**src/rtl/axil_wb_bridge.sv**
```systemverilog
// rtl/axil_wb_bridge.sv - AXI4-Lite slave to Wishbone master bridge, one transaction at a time
// Optional Wishbone ack timeout: define AXIL_WB_TIMEOUT_EN
module axil_wb_bridge #(
    parameter int ADDR_WIDTH     = 32,
    parameter int DATA_WIDTH     = 32,
    parameter int TIMEOUT_CYCLES = 255
) (
    input  logic                      clk,
    input  logic                      rst,
    // AXI4-Lite write address
    input  logic                      s_awvalid_i,
    output logic                      s_awready_o,
    input  logic [ADDR_WIDTH-1:0]     s_awaddr_i,
    input  logic [2:0]                s_awprot_i,
    // AXI4-Lite write data
    input  logic                      s_wvalid_i,
    output logic                      s_wready_o,
    input  logic [DATA_WIDTH-1:0]     s_wdata_i,
    input  logic [DATA_WIDTH/8-1:0]   s_wstrb_i,
    // AXI4-Lite write response
    output logic                      s_bvalid_o,
    input  logic                      s_bready_i,
    output logic [1:0]                s_bresp_o,
    // AXI4-Lite read
    input  logic                      s_arvalid_i,
    output logic                      s_arready_o,
    input  logic [ADDR_WIDTH-1:0]     s_araddr_i,
    input  logic [2:0]                s_arprot_i,
    output logic                      s_rvalid_o,
    input  logic                      s_rready_i,
    output logic [DATA_WIDTH-1:0]     s_rdata_o,
    output logic [1:0]                s_rresp_o,
    // Wishbone master
    output logic                      wb_cyc_o,
    output logic                      wb_stb_o,
    output logic                      wb_we_o,
    output logic [ADDR_WIDTH-1:0]     wb_addr_o,
    output logic [DATA_WIDTH/8-1:0]   wb_sel_o,
    output logic [DATA_WIDTH-1:0]     wb_data_o,
    input  logic [DATA_WIDTH-1:0]     wb_data_i,
    input  logic                      wb_ack_i
);

    localparam int STRB_W = DATA_WIDTH / 8;

    typedef enum logic [2:0] {
        IDLE     = 3'd0,
        WB_READ  = 3'd1,
        WB_WRITE = 3'd2,
        R_RESP   = 3'd3,
        B_RESP   = 3'd4
    } state_t;

    state_t                  state_q, state_d;
    logic                    aw_cap_q, aw_cap_d;
    logic                    w_cap_q, w_cap_d;
    logic [ADDR_WIDTH-1:0]   addr_q, addr_d;
    logic [DATA_WIDTH-1:0]   wdata_q, wdata_d;
    logic [DATA_WIDTH-1:0]   rdata_q, rdata_d;
    logic [STRB_W-1:0]       sel_q, sel_d;
    logic [1:0]              resp_q, resp_d;

    logic                    ar_hs, aw_hs, w_hs;
    logic                    in_wb;

    // protection attributes carry no meaning on the Wishbone side
    logic                    unused_inputs;

`ifdef AXIL_WB_TIMEOUT_EN
    localparam int CNT_W = $clog2(TIMEOUT_CYCLES + 1);
    logic [CNT_W-1:0]        cnt_q, cnt_d;
    assign unused_inputs = ^{s_awprot_i, s_arprot_i};
`else
    assign unused_inputs = ^{s_awprot_i, s_arprot_i, TIMEOUT_CYCLES[0]};
`endif

    assign in_wb = (state_q == WB_READ) || (state_q == WB_WRITE);

    // Ready generation: reads only start with no write half pending, and a
    // read handshake in the same cycle blocks both write halves.
    always_comb begin
        s_arready_o = 1'b0;
        s_awready_o = 1'b0;
        s_wready_o  = 1'b0;
        if (!rst && state_q == IDLE) begin
            s_arready_o = !aw_cap_q && !w_cap_q;
            s_awready_o = !aw_cap_q && !(s_arready_o && s_arvalid_i);
            s_wready_o  = !w_cap_q  && !(s_arready_o && s_arvalid_i);
        end
        ar_hs = s_arready_o && s_arvalid_i;
        aw_hs = s_awready_o && s_awvalid_i;
        w_hs  = s_wready_o  && s_wvalid_i;
    end

    // Next-state and datapath update for the transaction FSM
    always_comb begin
        state_d  = state_q;
        aw_cap_d = aw_cap_q;
        w_cap_d  = w_cap_q;
        addr_d   = addr_q;
        wdata_d  = wdata_q;
        rdata_d  = rdata_q;
        sel_d    = sel_q;
        resp_d   = resp_q;
`ifdef AXIL_WB_TIMEOUT_EN
        cnt_d    = '0;
`endif
        case (state_q)
            IDLE: begin
                if (ar_hs) begin
                    addr_d  = s_araddr_i;
                    sel_d   = '1;
                    state_d = WB_READ;
                end else begin
                    if (aw_hs) begin
                        aw_cap_d = 1'b1;
                        addr_d   = s_awaddr_i;
                    end
                    if (w_hs) begin
                        w_cap_d = 1'b1;
                        wdata_d = s_wdata_i;
                        sel_d   = s_wstrb_i;
                    end
                    if (aw_cap_d && w_cap_d) begin
                        state_d = WB_WRITE;
                    end
                end
            end
            WB_READ, WB_WRITE: begin
                if (wb_ack_i) begin
                    resp_d = 2'b00;
                    if (state_q == WB_READ) begin
                        rdata_d = wb_data_i;
                        state_d = R_RESP;
                    end else begin
                        state_d = B_RESP;
                    end
`ifdef AXIL_WB_TIMEOUT_EN
                end else if (cnt_q == CNT_W'(TIMEOUT_CYCLES - 1)) begin
                    resp_d = 2'b10;
                    if (state_q == WB_READ) begin
                        rdata_d = '0;
                        state_d = R_RESP;
                    end else begin
                        state_d = B_RESP;
                    end
                end else begin
                    cnt_d = cnt_q + 1'b1;
`endif
                end
            end
            R_RESP: begin
                if (s_rready_i) begin
                    state_d = IDLE;
                end
            end
            B_RESP: begin
                if (s_bready_i) begin
                    state_d  = IDLE;
                    aw_cap_d = 1'b0;
                    w_cap_d  = 1'b0;
                end
            end
            default: state_d = IDLE;
        endcase
    end

    // State and datapath registers, cleared asynchronously to abort any transfer
    always_ff @(posedge clk or posedge rst) begin
        if (rst) begin
            state_q  <= IDLE;
            aw_cap_q <= 1'b0;
            w_cap_q  <= 1'b0;
            addr_q   <= '0;
            wdata_q  <= '0;
            rdata_q  <= '0;
            sel_q    <= '0;
            resp_q   <= 2'b00;
`ifdef AXIL_WB_TIMEOUT_EN
            cnt_q    <= '0;
`endif
        end else begin
            state_q  <= state_d;
            aw_cap_q <= aw_cap_d;
            w_cap_q  <= w_cap_d;
            addr_q   <= addr_d;
            wdata_q  <= wdata_d;
            rdata_q  <= rdata_d;
            sel_q    <= sel_d;
            resp_q   <= resp_d;
`ifdef AXIL_WB_TIMEOUT_EN
            cnt_q    <= cnt_d;
`endif
        end
    end

    assign wb_cyc_o   = in_wb;
    assign wb_stb_o   = in_wb;
    assign wb_we_o    = (state_q == WB_WRITE);
    assign wb_addr_o  = addr_q;
    assign wb_sel_o   = sel_q;
    assign wb_data_o  = wdata_q;
    assign s_rvalid_o = (state_q == R_RESP);
    assign s_bvalid_o = (state_q == B_RESP);
    assign s_rdata_o  = rdata_q;
    assign s_rresp_o  = resp_q;
    assign s_bresp_o  = resp_q;

endmodule

```
**config.mk**
```make
export PLATFORM = sky130hd
export DESIGN_NAME = axil_wb_bridge
export DESIGN_NICKNAME = d
export VERILOG_FILES = /design/src/rtl/axil_wb_bridge.sv
export SDC_FILE = /design/constraint.sdc
export NUM_CORES = 1
export LEC_CHECK = 0
export CORE_ASPECT_RATIO = 0.75
export CORE_UTILIZATION = 41
export CTS_CLUSTER_DIAMETER = 30
export CTS_CLUSTER_SIZE = 20
export DETAILED_ROUTE_END_ITERATION = 16
export HOLD_SLACK_MARGIN = 0.02
export PLACE_DENSITY_LB_ADDON = 0.25
export SLEW_MARGIN = 20
export SYNTH_ARGS = -nofsm -noshare
export SYNTH_HDL_FRONTEND = slang
export SYNTH_SLANG_ARGS = --single-unit
```
**constraint.sdc**
```tcl
create_clock -name clk -period 7.56 [get_ports clk]
set_input_delay 1.512 -clock clk [delete_from_list [all_inputs] [get_ports clk]]
set_output_delay 1.512 -clock clk [all_outputs]
set_load 0.005 [all_outputs]
```
Word level (Yosys, flattened, before mapping)

Index checks and enable logic that the tools add are counted.

Flip-flop bits (word level): 105
Input port bits: 146
Output and inout port bits: 112
Logic and storage cells: 67

Eq/ne operators: 9
Muxes and demuxes: 25
Bitwise gates (word level): 1
Reduce and logical (&&, ||, !) cells: 25

Operators with widths:

| cell               | count |
|---|---|
| $mux 32            | 2 |
| $mux 3             | 6 |
| $mux 1             | 12 |
| $pmux 3 s4         | 1 |
| $logic_and 1x1->1  | 9 |
| $reduce_and 3->1   | 3 |
| $mux 4             | 2 |
| $eq 3x2->1 const B | 2 |
| $reduce_bool 2->1  | 3 |
| $logic_not 1->1    | 4 |
| $ne 2x1->1 const B | 2 |
| $ne 2x2->1 const B | 2 |
| $pmux 1 s2         | 2 |
| $reduce_and 2->1   | 2 |
| $reduce_and 4->1   | 1 |
| $eq 3x1->1 const B | 1 |
| $eq 3x3->1 const B | 1 |
| $logic_not 3->1    | 1 |
| $ne 3x2->1 const B | 1 |
| $reduce_or 2->1    | 1 |
| $logic_or 1x1->1   | 1 |
| $not 1->1          | 1 |

Longest topological paths before layout

Depth after elaboration: 14
Depth in mapped cells: 7
Depth with buffers taken out: 4

Worst setup path before layout

OpenSTA, ideal clock, no wires.

Path type: input -> register
Start: input rst
End: register state_q[1]
Setup time: 67 ps
Data arrival time: 4333 ps
Required time: 7493 ps
Setup slack: 3159 ps
Cell stages on the path: 4
Cell sequence: inv_1 o211ai_1 o2111ai_1 a41o_1

Cells in the longest elaborated chain, start to end: 10
Elaborated cells between the ends (all ways): 19

Ends and longest elaborated chain:

| item                                 | line     | text |
|---|---|---|
| start: declaration                   | 9        | `input logic rst,` |
| $logic_not 1->1 (no line) (*)        | -        |  |
| $logic_and 1x1->1 (*)                | 85       | `if (!rst && state_q == IDLE) begin` |
| $mux 1                               | 85       |  |
| $logic_and 1x1->1 (on tied branches) | 91, 92   |  |
| $mux 1 (on tied branches)            | 115, 119 |  |
| $mux 1                               | 110      | `if (ar_hs) begin` |
| $mux 1                               | 108      | `case (state_q)` |
| $logic_and 1x1->1                    | 124      | `if (aw_cap_d && w_cap_d) begin` |
| $ne 3x2->1 (no line)                 | -        |  |
| $reduce_and 4->1 (no line)           | -        |  |
| end signal: assignment               | 183      | `state_q <= state_d;` |
| end: declaration                     | 54       | `state_t state_q, state_d;` |

Mark *: on every way between the ends. The rest lies on a longest branch, timed or not. The select of a mux whose other input is x is not followed.
A chain may end at the register's enable or synchronous reset.

Worst setup path after layout

Start: input rst
End: output s_arready_o

Cells in the longest elaborated chain, start to end: 3

Ends and longest elaborated chain:

| item                      | line | text |
|---|---|---|
| $logic_not 1->1 (no line) | -    |  |
| $logic_and 1x1->1         | 85   |  |
| $mux 1                    | 85   |  |
| end: declaration          | 26   | `output logic s_arready_o,` |

No other way between the ends.

==> results_dict.tcl <==
set metrics [dict create \
    hold_path_depth 2 \
    clkSlewWorstSetupHoldPaths_ps 60 \
    min_to "wb_addr_o[6]" \
    worst-path-max-fanout 6 \
    hp-start "wb_addr_o[6]" \
    ant_nets 0 \
    arrival_ps 3140 \
    ys_types 30 \
    nets 728 \
    cts.sinks 105 \
    grt.overflow.total 0 \
    fin_setup_tns_ps 0 \
    cts_hold_buf 0 \
    cts_max_path_buffers 2 \
    r2r_end "wb_addr_o[29]" \
    p_leak_nw 3.316 \
    core_um2 10330 \
    firstDrtPassIters 4 \
    row_count 32 \
    drc 0 \
    r2r-start "state_q[0]" \
    rsz0062_at_grt "false" \
    period_share 0.6151 \
    cp-end-kind "primary output" \
    tritoncts "done" \
    ys_ff_latch 105 \
    port_buffers 247 \
    gp_congestion 0.7344 \
    syn_area_per_cell_um2 12.87 \
    gr-usage-all-layers 0.2190 \
    slew_violations 0 \
    fin_skew_ps 10.43 \
    async_flop_share 1.000 \
    syn-instance-count 340 \
    cts_setup_buffers 0 \
    startpoint_type "primary input" \
    finalSetupViolCount 0 \
    hp-class "reg2reg" \
    synth_area_um2 4375 \
    cts_resized 0 \
    ys_warn_count 0 \
    tightest_slew_ps 945.4 \
    start_util 0.4236 \
    grt_max_degree 76 \
    layout_common_cells "clkdlybuf4s50_1, dfrtp_1, mux2_2, nand2_1" \
    dr_total_vias 3461 \
    die_w_um 121.3 \
    ys_seq_area_frac 0.6005 \
    drive_above_1_share 0.1416 \
    fill_cells 743 \
    fin_cells 722 \
    antenna_cells 0 \
    wl_per_cell_um 16.02 \
    die_area_um2 11090 \
    via_per_inst 4.794 \
    status "completed" \
    clk_latency_ps 350 \
    crit_type "in2out" \
    worstPathRequired_ps 6050 \
    max_slew_margin 0.3697 \
    cellPowerDensity_nw_per_um2 353.2 \
    first_iter_violations 164 \
    peakVddDrop_v 0.0001558 \
    synth_area_leaders "dfrtp_1, mux2_2, mux2i_1" \
    grt_antenna_before_repair 0 \
    cts-root-buf "clkbuf_16" \
    placedCellCount 707 \
    mostFrequentLayoutCell "clkdlybuf4s50_1" \
    period_needed_ps 4650 \
    io-pin-count 258 \
    grt_pass1_vias 3765 \
    synthToLayoutAreaGrowth_pct 66.03 \
    synth_top_area_cell "dfrtp_1" \
    wl_um 11570 \
    synth_top_area_share 0.6005 \
    synth_edf_count 0 \
    r2r_cells 5 \
    fmax_mhz 215.0 \
    synth_flop_cell "dfrtp_1" \
    grt_pass1_wl_um 18600 \
    fp.dieH_um 91.47 \
    reg2reg_slack_ps 5270 \
    dp_hpwl_um 8852 \
    h-tree-depth 3 \
    final_util 0.7032 \
    finalHoldViolCount 0 \
    p_total_mw 2.566 \
    drv_cap 0 \
    cts_buffers 9 \
]
[through the flow]
stage / hold WS (ps) / setup slack [ps] / cell area (um2)
5_1_grt: 503.7 / 2747 / 7264
4_1_cts: 484.1 / 2918 / 7264
2_1_floorplan: 473.3 / 3159 / 4387
6_report: 479.9 / 2910 / 7264
3_3_place_gp: 461.2 / 2933 / 6945
3_5_place_dp: 469.6 / 2924 / 6945
[cell usage after synthesis (2+ instances only)]
| master | number |
|---|---|
| dfrtp_1 | 105 |
| mux2_2 | 61 |
| nand2_1 | 34 |
| mux2i_1 | 33 |
| o21ai_0 | 33 |
| clkbuf_1 | 9 |
| inv_1 | 9 |
| nor2_1 | 9 |
| buf_4 | 8 |
| buf_2 | 7 |
| a31oi_1 | 4 |
| nor2b_1 | 4 |
| mux2_1 | 3 |
| a21oi_1 | 2 |
| and3_1 | 2 |
| nand2b_1 | 2 |
| o211ai_1 | 2 |
[per-layer routing]
layer | track usage | wire, um | vias up
li1 | - | - | 1655
met1 | 0.2493 | 4531 | 1635
met2 | 0.3868 | 5846 | 157
met3 | 0.07726 | 1009 | 14
met4 | 0.05761 | 178 | 0
met5 | 0 | 0 | -
[where the power goes]
| part | total [mW] | switching (mW) | internal, mW | leakage, nW |
|---|---|---|---|---|
| Sequential | 0.976 | 0.147 | 0.829 | 1.30 |
| Clock | 0.497 | 0.198 | 0.299 | 0.152 |
| Combinational | 1.09 | 0.366 | 0.728 | 1.87 |
| Total | 2.57 | 0.711 | 1.85 | 3.32 |
[logic make-up (layout without fill, tap and decap cells)]
family / after synthesis / in the layout / synth area share
AO/OA/AOI/OAI: 47 / 47 / 0.06062
XOR/XNOR: 1 / 1 / 0.002002
buffers and inverters: 33 / 276 / 0.03717
flip-flops: 105 / 105 / 0.6005
multiplexers: 97 / 97 / 0.2402
other: 1 / 4 / 0.0008571
AND/OR/NAND/NOR: 56 / 56 / 0.05862
[sequential cells by signal, indices dropped and copies added (netlist names)]
name	flops
wb_addr_o	32
wb_sel_o	4
wb_data_o	32
s_rdata_o	32
aw_cap_q	1
state_q	3
w_cap_q	1
[worst max-delay path, stage by stage]
cell             delay (ps)
clkdlybuf4s50_1         510
nor4_4                  350
nand2_1                 130
nor2_1                  110
clkdlybuf4s50_1         520
[worst max-delay path by stage]
stage,start,end,slack [ps]
2_1_floorplan,rst,state_q[1],3160
3_3_place_gp,rst,s_awready_o,2930
3_5_place_dp,rst,s_awready_o,2920
4_1_cts,rst,s_arready_o,2920
5_1_grt,rst,s_awready_o,2750
6_report,rst,s_arready_o,2910
[final cells by class]
class,count,area [um2],area share
flip-flops and latches,105,2628,0.3617
repair buffers,252,2510,0.3455
multi-input cells,205,1602,0.2205
clock buffers,11,242.7,0.03341
well taps,136,170.2,0.02342
clock inverters,4,76.32,0.01051
inverters,9,36.28,0.004995
No activity file was read; power rests on OpenSTA's default activity.
